[config.mk]
export PLATFORM = sky130hd
export DESIGN_NAME = wb_regfile_unit
export DESIGN_NICKNAME = d
export VERILOG_FILES = /design/src/rtl/cpu_pkg.sv /design/src/rtl/regfile_2r1w.sv /design/src/rtl/wb_regfile_unit.sv
export SDC_FILE = /design/constraint.sdc
export NUM_CORES = 2
export LEC_CHECK = 0
export BUFFER_PORTS_ARGS = -buffer_cell sky130_fd_sc_hd__buf_2
export CORE_MARGIN = 2
export CORE_UTILIZATION = 45
export DETAILED_ROUTE_END_ITERATION = 8
export SYNTH_ARGS = -nofsm -noshare
export SYNTH_HDL_FRONTEND = slang
export SYNTH_SLANG_ARGS = --single-unit
[constraint.sdc]
create_clock -name clk -period 3.5 [get_ports clk]
set_input_delay 0.525 -clock clk [delete_from_list [all_inputs] [get_ports clk]]
set_output_delay 0.525 -clock clk [all_outputs]
set_load 0.03 [all_outputs]
[src/rtl/cpu_pkg.sv]
// Shared CPU widths and constants for the write-back / register-file slice.
// Pure declarations; no logic, no latency.
package cpu_pkg;

  localparam int XLEN       = 32;
  localparam int NREGS      = 32;
  localparam int REG_ADDR_W = $clog2(NREGS);
  localparam int CNT_W      = 32;

  localparam logic [REG_ADDR_W-1:0] REG_ZERO = 5'd0;

  typedef logic [REG_ADDR_W-1:0] reg_addr_t;
  typedef logic [XLEN-1:0]       xdata_t;

  // A write retires only when the pipeline is running and the target is not r0.
  function automatic logic commit_ok(input logic en, input logic we, input reg_addr_t addr);
    return en & we & (addr != REG_ZERO);
  endfunction

endpackage

[src/rtl/regfile_2r1w.sv]
// Architectural register storage: one write port, three combinational read ports, r0 hardwired to zero.
// Reads 0-cycle; a write lands on the clock edge and is visible the following cycle. No backpressure.
module regfile_2r1w
  import cpu_pkg::*;
(
  input  logic                  clk,
  input  logic                  rst,
  input  logic                  we,
  input  logic [REG_ADDR_W-1:0] waddr,
  input  logic [XLEN-1:0]       wdata,
  input  logic [REG_ADDR_W-1:0] raddr_a,
  input  logic [REG_ADDR_W-1:0] raddr_b,
  input  logic [REG_ADDR_W-1:0] raddr_c,
  output logic [XLEN-1:0]       rdata_a,
  output logic [XLEN-1:0]       rdata_b,
  output logic [XLEN-1:0]       rdata_c
);

  logic [XLEN-1:0] regs_q [NREGS];
  logic [XLEN-1:0] regs_d [NREGS];

  // we is evaluated first so an unknown waddr with we low cannot select an entry.
  always_comb begin
    for (int i = 0; i < NREGS; i++) begin
      regs_d[i] = regs_q[i];
      if (we && (waddr == REG_ADDR_W'(i)) && (i != 0)) begin
        regs_d[i] = wdata;
      end
    end
  end

  always_ff @(posedge clk or negedge rst) begin
    if (!rst) begin
      for (int i = 0; i < NREGS; i++) begin
        regs_q[i] <= '0;
      end
    end else begin
      for (int i = 0; i < NREGS; i++) begin
        regs_q[i] <= regs_d[i];
      end
    end
  end

  always_comb begin
    rdata_a = (raddr_a == REG_ZERO) ? '0 : regs_q[raddr_a];
    rdata_b = (raddr_b == REG_ZERO) ? '0 : regs_q[raddr_b];
    rdata_c = (raddr_c == REG_ZERO) ? '0 : regs_q[raddr_c];
  end

endmodule

[src/rtl/wb_regfile_unit.sv]
// Write-back stage: result mux, commit to register file, same-cycle bypass to ID reads, retired-write counter.
// Reads and bypass are 0-cycle; commits land on the clock edge. cpu_en low freezes all state and disables bypass.
module wb_regfile_unit
  import cpu_pkg::*;
(
  input  logic                  clk,
  input  logic                  rst,
  input  logic                  cpu_en,
  input  logic                  wb_ifWriteRegsFile,
  input  logic                  wb_memOutOrAluOutWriteBackToRegFile,
  input  logic [REG_ADDR_W-1:0] wb_registerWriteAddress,
  input  logic [XLEN-1:0]       wb_memoryData,
  input  logic [XLEN-1:0]       wb_aluOutput,
  input  logic [REG_ADDR_W-1:0] id_rs1Addr,
  input  logic [REG_ADDR_W-1:0] id_rs2Addr,
  output logic [XLEN-1:0]       id_rs1Data,
  output logic [XLEN-1:0]       id_rs2Data,
  input  logic [REG_ADDR_W-1:0] dbg_addr,
  output logic [XLEN-1:0]       dbg_data,
  output logic [XLEN-1:0]       wb_writeData,
  output logic [CNT_W-1:0]      wb_retireCount
);

  logic            commit;
  logic [XLEN-1:0] rf_rs1;
  logic [XLEN-1:0] rf_rs2;
  logic [CNT_W-1:0] retire_cnt_q;
  logic [CNT_W-1:0] retire_cnt_d;

  assign wb_writeData = wb_memOutOrAluOutWriteBackToRegFile ? wb_memoryData : wb_aluOutput;
  assign commit       = commit_ok(cpu_en, wb_ifWriteRegsFile, wb_registerWriteAddress);

  regfile_2r1w u_rf (
    .clk     (clk),
    .rst     (rst),
    .we      (commit),
    .waddr   (wb_registerWriteAddress),
    .wdata   (wb_writeData),
    .raddr_a (id_rs1Addr),
    .raddr_b (id_rs2Addr),
    .raddr_c (dbg_addr),
    .rdata_a (rf_rs1),
    .rdata_b (rf_rs2),
    .rdata_c (dbg_data)
  );

  // commit already excludes r0, so the bypass can never leak a nonzero value onto address 0.
  always_comb begin
    id_rs1Data = rf_rs1;
    id_rs2Data = rf_rs2;
    if (commit && (id_rs1Addr == wb_registerWriteAddress)) begin
      id_rs1Data = wb_writeData;
    end
    if (commit && (id_rs2Addr == wb_registerWriteAddress)) begin
      id_rs2Data = wb_writeData;
    end
  end

  always_comb begin
    retire_cnt_d = retire_cnt_q;
    if (commit) begin
      retire_cnt_d = retire_cnt_q + CNT_W'(1);
    end
  end

  always_ff @(posedge clk or negedge rst) begin
    if (!rst) begin
      retire_cnt_q <= '0;
    end else begin
      retire_cnt_q <= retire_cnt_d;
    end
  end

  assign wb_retireCount = retire_cnt_q;

endmodule

==> results.json <==
{
  "slowest_stage": "buf_4",
  "dr_total_vias": 50200,
  "switching_share_pct": 32.2,
  "slowest_delay_ns": 0.52,
  "drv_slew": 0,
  "cp.buffers_inverters": 4,
  "routed_wl_um": 235000,
  "fin_crit_sh_pct": 103,
  "crit_required_ns": 2.97,
  "synth_common_cells": "1024 x dfrtp_1, 738 x mux4_2, 724 x nor2_1",
  "grt_pass1_vias": 49000,
  "crit_chain": "buf_8 -> buf_12 -> xor2_1 -> nor2_1 -> nand3_2 -> buf_4 -> o221ai_2 -> buf_6",
  "wl_per_cell_um": 31.9,
  "switching_power_mw": 12.8,
  "final_util_pct": 53.5,
  "p_leak_nw": 30.3,
  "cap_violations": 0,
  "gp_congestion": 0.938,
  "status": "complete, but fails checks",
  "setup_ws_ns": -0.111,
  "setup.worst_path.end_class": "output pin",
  "yosys-top-cells-area": "dfrtp_1 42%, mux4_2 27%, a21oi_1 5.5%, nor2_1 4.5%, mux2_2 3.5%",
  "synthesis.nets": 5392,
  "syn_area_um2": 60900,
  "min_period_ns": 3.61,
  "worst_pin_slew_ns": 1.22,
  "cts_made_buffers": 112,
  "io_buffers": 248,
  "clk_pin_slew_ns": 0.06,
  "yosysMostFrequentCell": "dfrtp_1",
  "rows": 134,
  "fmax_mhz": 277,
  "finClkSkew_ns": 0.00860,
  "synth_top_area_share_pct": 42.1,
  "slew_headroom_pct": 18.2,
  "layout.nets": 5587,
  "critPathTopFamily": "buffers and inverters",
  "hold_violations": 0,
  "clock_sinks": 1024,
  "ir_worst_vdd_mv": 0.410,
  "cp-start-kind": "input port",
  "pwr-share-comb_pct": 26.7,
  "syn2layout_area_growth_pct": 17.8,
  "failed_checks": "design-rule violations, negative setup slack",
  "cts_buffer_depth": 3,
  "cts_tree": "done",
  "grt_usage_pct": 34.0,
  "layout-drive-gt1-share_pct": 33.8,
  "async_flop_share_pct": 100,
  "setup_tns_ns": -0.941,
  "rsz0062_at_grt": "true",
  "ant_nets": 0,
  "cellPowerDensity_nw_per_um2": 554,
  "start_util_pct": 45.5,
  "dieArea_um2": 138000,
  "io_pins": 249,
  "hpwl_um": 151000,
  "route.detailed.drc": 1,
  "ys_seq_area_share_pct": 42.1,
  "grt_overflow": 0,
  "intPower_mw": 26.9,
  "htree_levels": 3,
  "root_buffer": "clkbuf_16",
  "grt_pass1_wl_um": 342000,
  "pwr-share-seq_pct": 40.6,
  "grt_antenna_before_repair": 11,
  "synth_edf_count": 0,
  "cp_max_fo": 26,
  "hold_class": "in2reg",
  "synth_area_per_cell_um2": 11.5,
  "crit_arrival_ns": 3.09,
  "ys_warn_count": 0,
  "critPathKind": "in2out",
  "synth_ff_type": "dfrtp_1",
  "drt_iter0_drc": 6723,
  "vias_per_cell": 6.82,
  "core_area_um2": 134000,
  "clock_latency_ns": 0.75,
  "dr.pass1.iters": 8,
  "setup_viol": 22,
  "grt_max_degree": 103,
  "ys_seq_elements": 1024,
  "synth_top_area_cell": "dfrtp_1",
  "chipHeight_um": 372,
  "fp.dieW_um": 372,
  "power_frac_clock_pct": 32.7,
  "synthDistinctLibCells": 44,
  "syn_inst": 5302
}
## through the flow
step	hold WS, ns	total power [mW]	cell area [µm²]	std cells	setup WS [ns]
floorplan	0.229	22.7	60900	5302	0.389
CTS	0.140	39.5	71300	7352	0.0286
global route	0.200	41.2	71700	7363	-0.00714
detailed placement	0.461	26.5	67200	7139	-0.576
finish	0.201	39.7	71700	7368	-0.111
global placement	0.459	26.2	67200	7139	-0.554
## flip-flops by register name, summed over array words and instances (netlist names)
name            cells
u_rf.regs_q       992
wb_retireCount     32
## final timing paths
check	start	endpoint	slack (ns)	cells past startpoint
max in group asynchronous	rst	u_rf.regs_q[479]$_DFFE_PN0P_	1.98	4
max	id_rs2Addr[0]	id_rs2Data[15]	-0.11	8
min	wb_aluOutput[14]	u_rf.regs_q[334]$_DFFE_PN0P_	0.20	3
min in group asynchronous	rst	u_rf.regs_q[452]$_DFFE_PN0P_	0.38	2
min reg2reg	wb_retireCount[31]$_DFFE_PN0P_	wb_retireCount[31]$_DFFE_PN0P_	0.46	1
max reg2reg	wb_retireCount[3]$_DFFE_PN0P_	wb_retireCount[18]$_DFFE_PN0P_	1.14	6
## kinds of logic after synthesis
| family | count (synthesis) | share of synthesized area [%] |
|---|---|---|
| AO/OA/AOI/OAI | 1379 | 13.2 |
| XOR/XNOR | 41 | 0.590 |
| adder cells (fa/ha/maj) | 1 | 0.0205 |
| buffers and inverters | 619 | 4.21 |
| flip-flops | 1024 | 42.1 |
| multiplexers | 992 | 31.9 |
| AND/OR/NAND/NOR | 1246 | 8.09 |
## worst reg2reg max path, stage by stage (launching register included)
cell and delay (ns):
dfrtp_1 0.45, nand3_1 0.27, a2111oi_4 0.49, buf_4 0.26
nand4_1 0.31, nor3_1 0.31, xor2_1 0.19
## timing repair
action	in CTS	in global routing
hold endpoints to repair	53	0
gates cloned	0	3
hold buffers	1	0
setup buffers	0	8
endpoints found under the setup margin	59	36
gates resized for setup	14	65
pin swaps	1	3
## cell type report
cell class / count / area (µm²)
inverter: 39 / 146
tap: 1768 / 2210
multi-input combinational: 3659 / 33600
fill: 11400 / 62200
antenna: 5 / 12.5
clock buffer: 148 / 3150
sequential: 1024 / 25600
clock inverter: 64 / 858
timing repair buffer: 661 / 6100
## power by group through the flow
stage	combinational, mW	sequential, mW	clock [mW]
floorplan	7.18	15.5	0
global placement	10.1	16.0	0
detailed placement	10.3	16.2	0
CTS	10.4	16.0	13.1
global route	11.3	16.4	13.6
finish	10.6	16.1	13.0
## routing by layer
| metal | vias to the layer above | GRT usage (%) | routed length, µm |
|---|---|---|---|
| li1 | 20300 | - | - |
| met4 | 8 | 15.2 | 12300 |
| met2 | 3611 | 50.4 | 103000 |
| met1 | 25600 | 45.8 | 88300 |
| met3 | 721 | 11.0 | 30900 |
| met5 | - | 0 | 58 |
## layout by cell type, fill, tap and decap left out, types with 31 or more instances in the layout
cell / count
a22o_1: 128
mux2_2: 191
a22oi_1: 95
a221oi_1: 31
clkbuf_16: 115
a21oi_1: 672
mux4_2: 738
dfrtp_1: 1024
nand2_1: 431
mux2i_1: 31
nor2_1: 713
buf_4: 300
inv_1: 39
o21ai_0: 354
buf_12: 118
buf_2: 217
No activity file was read; power rests on OpenSTA's default activity.
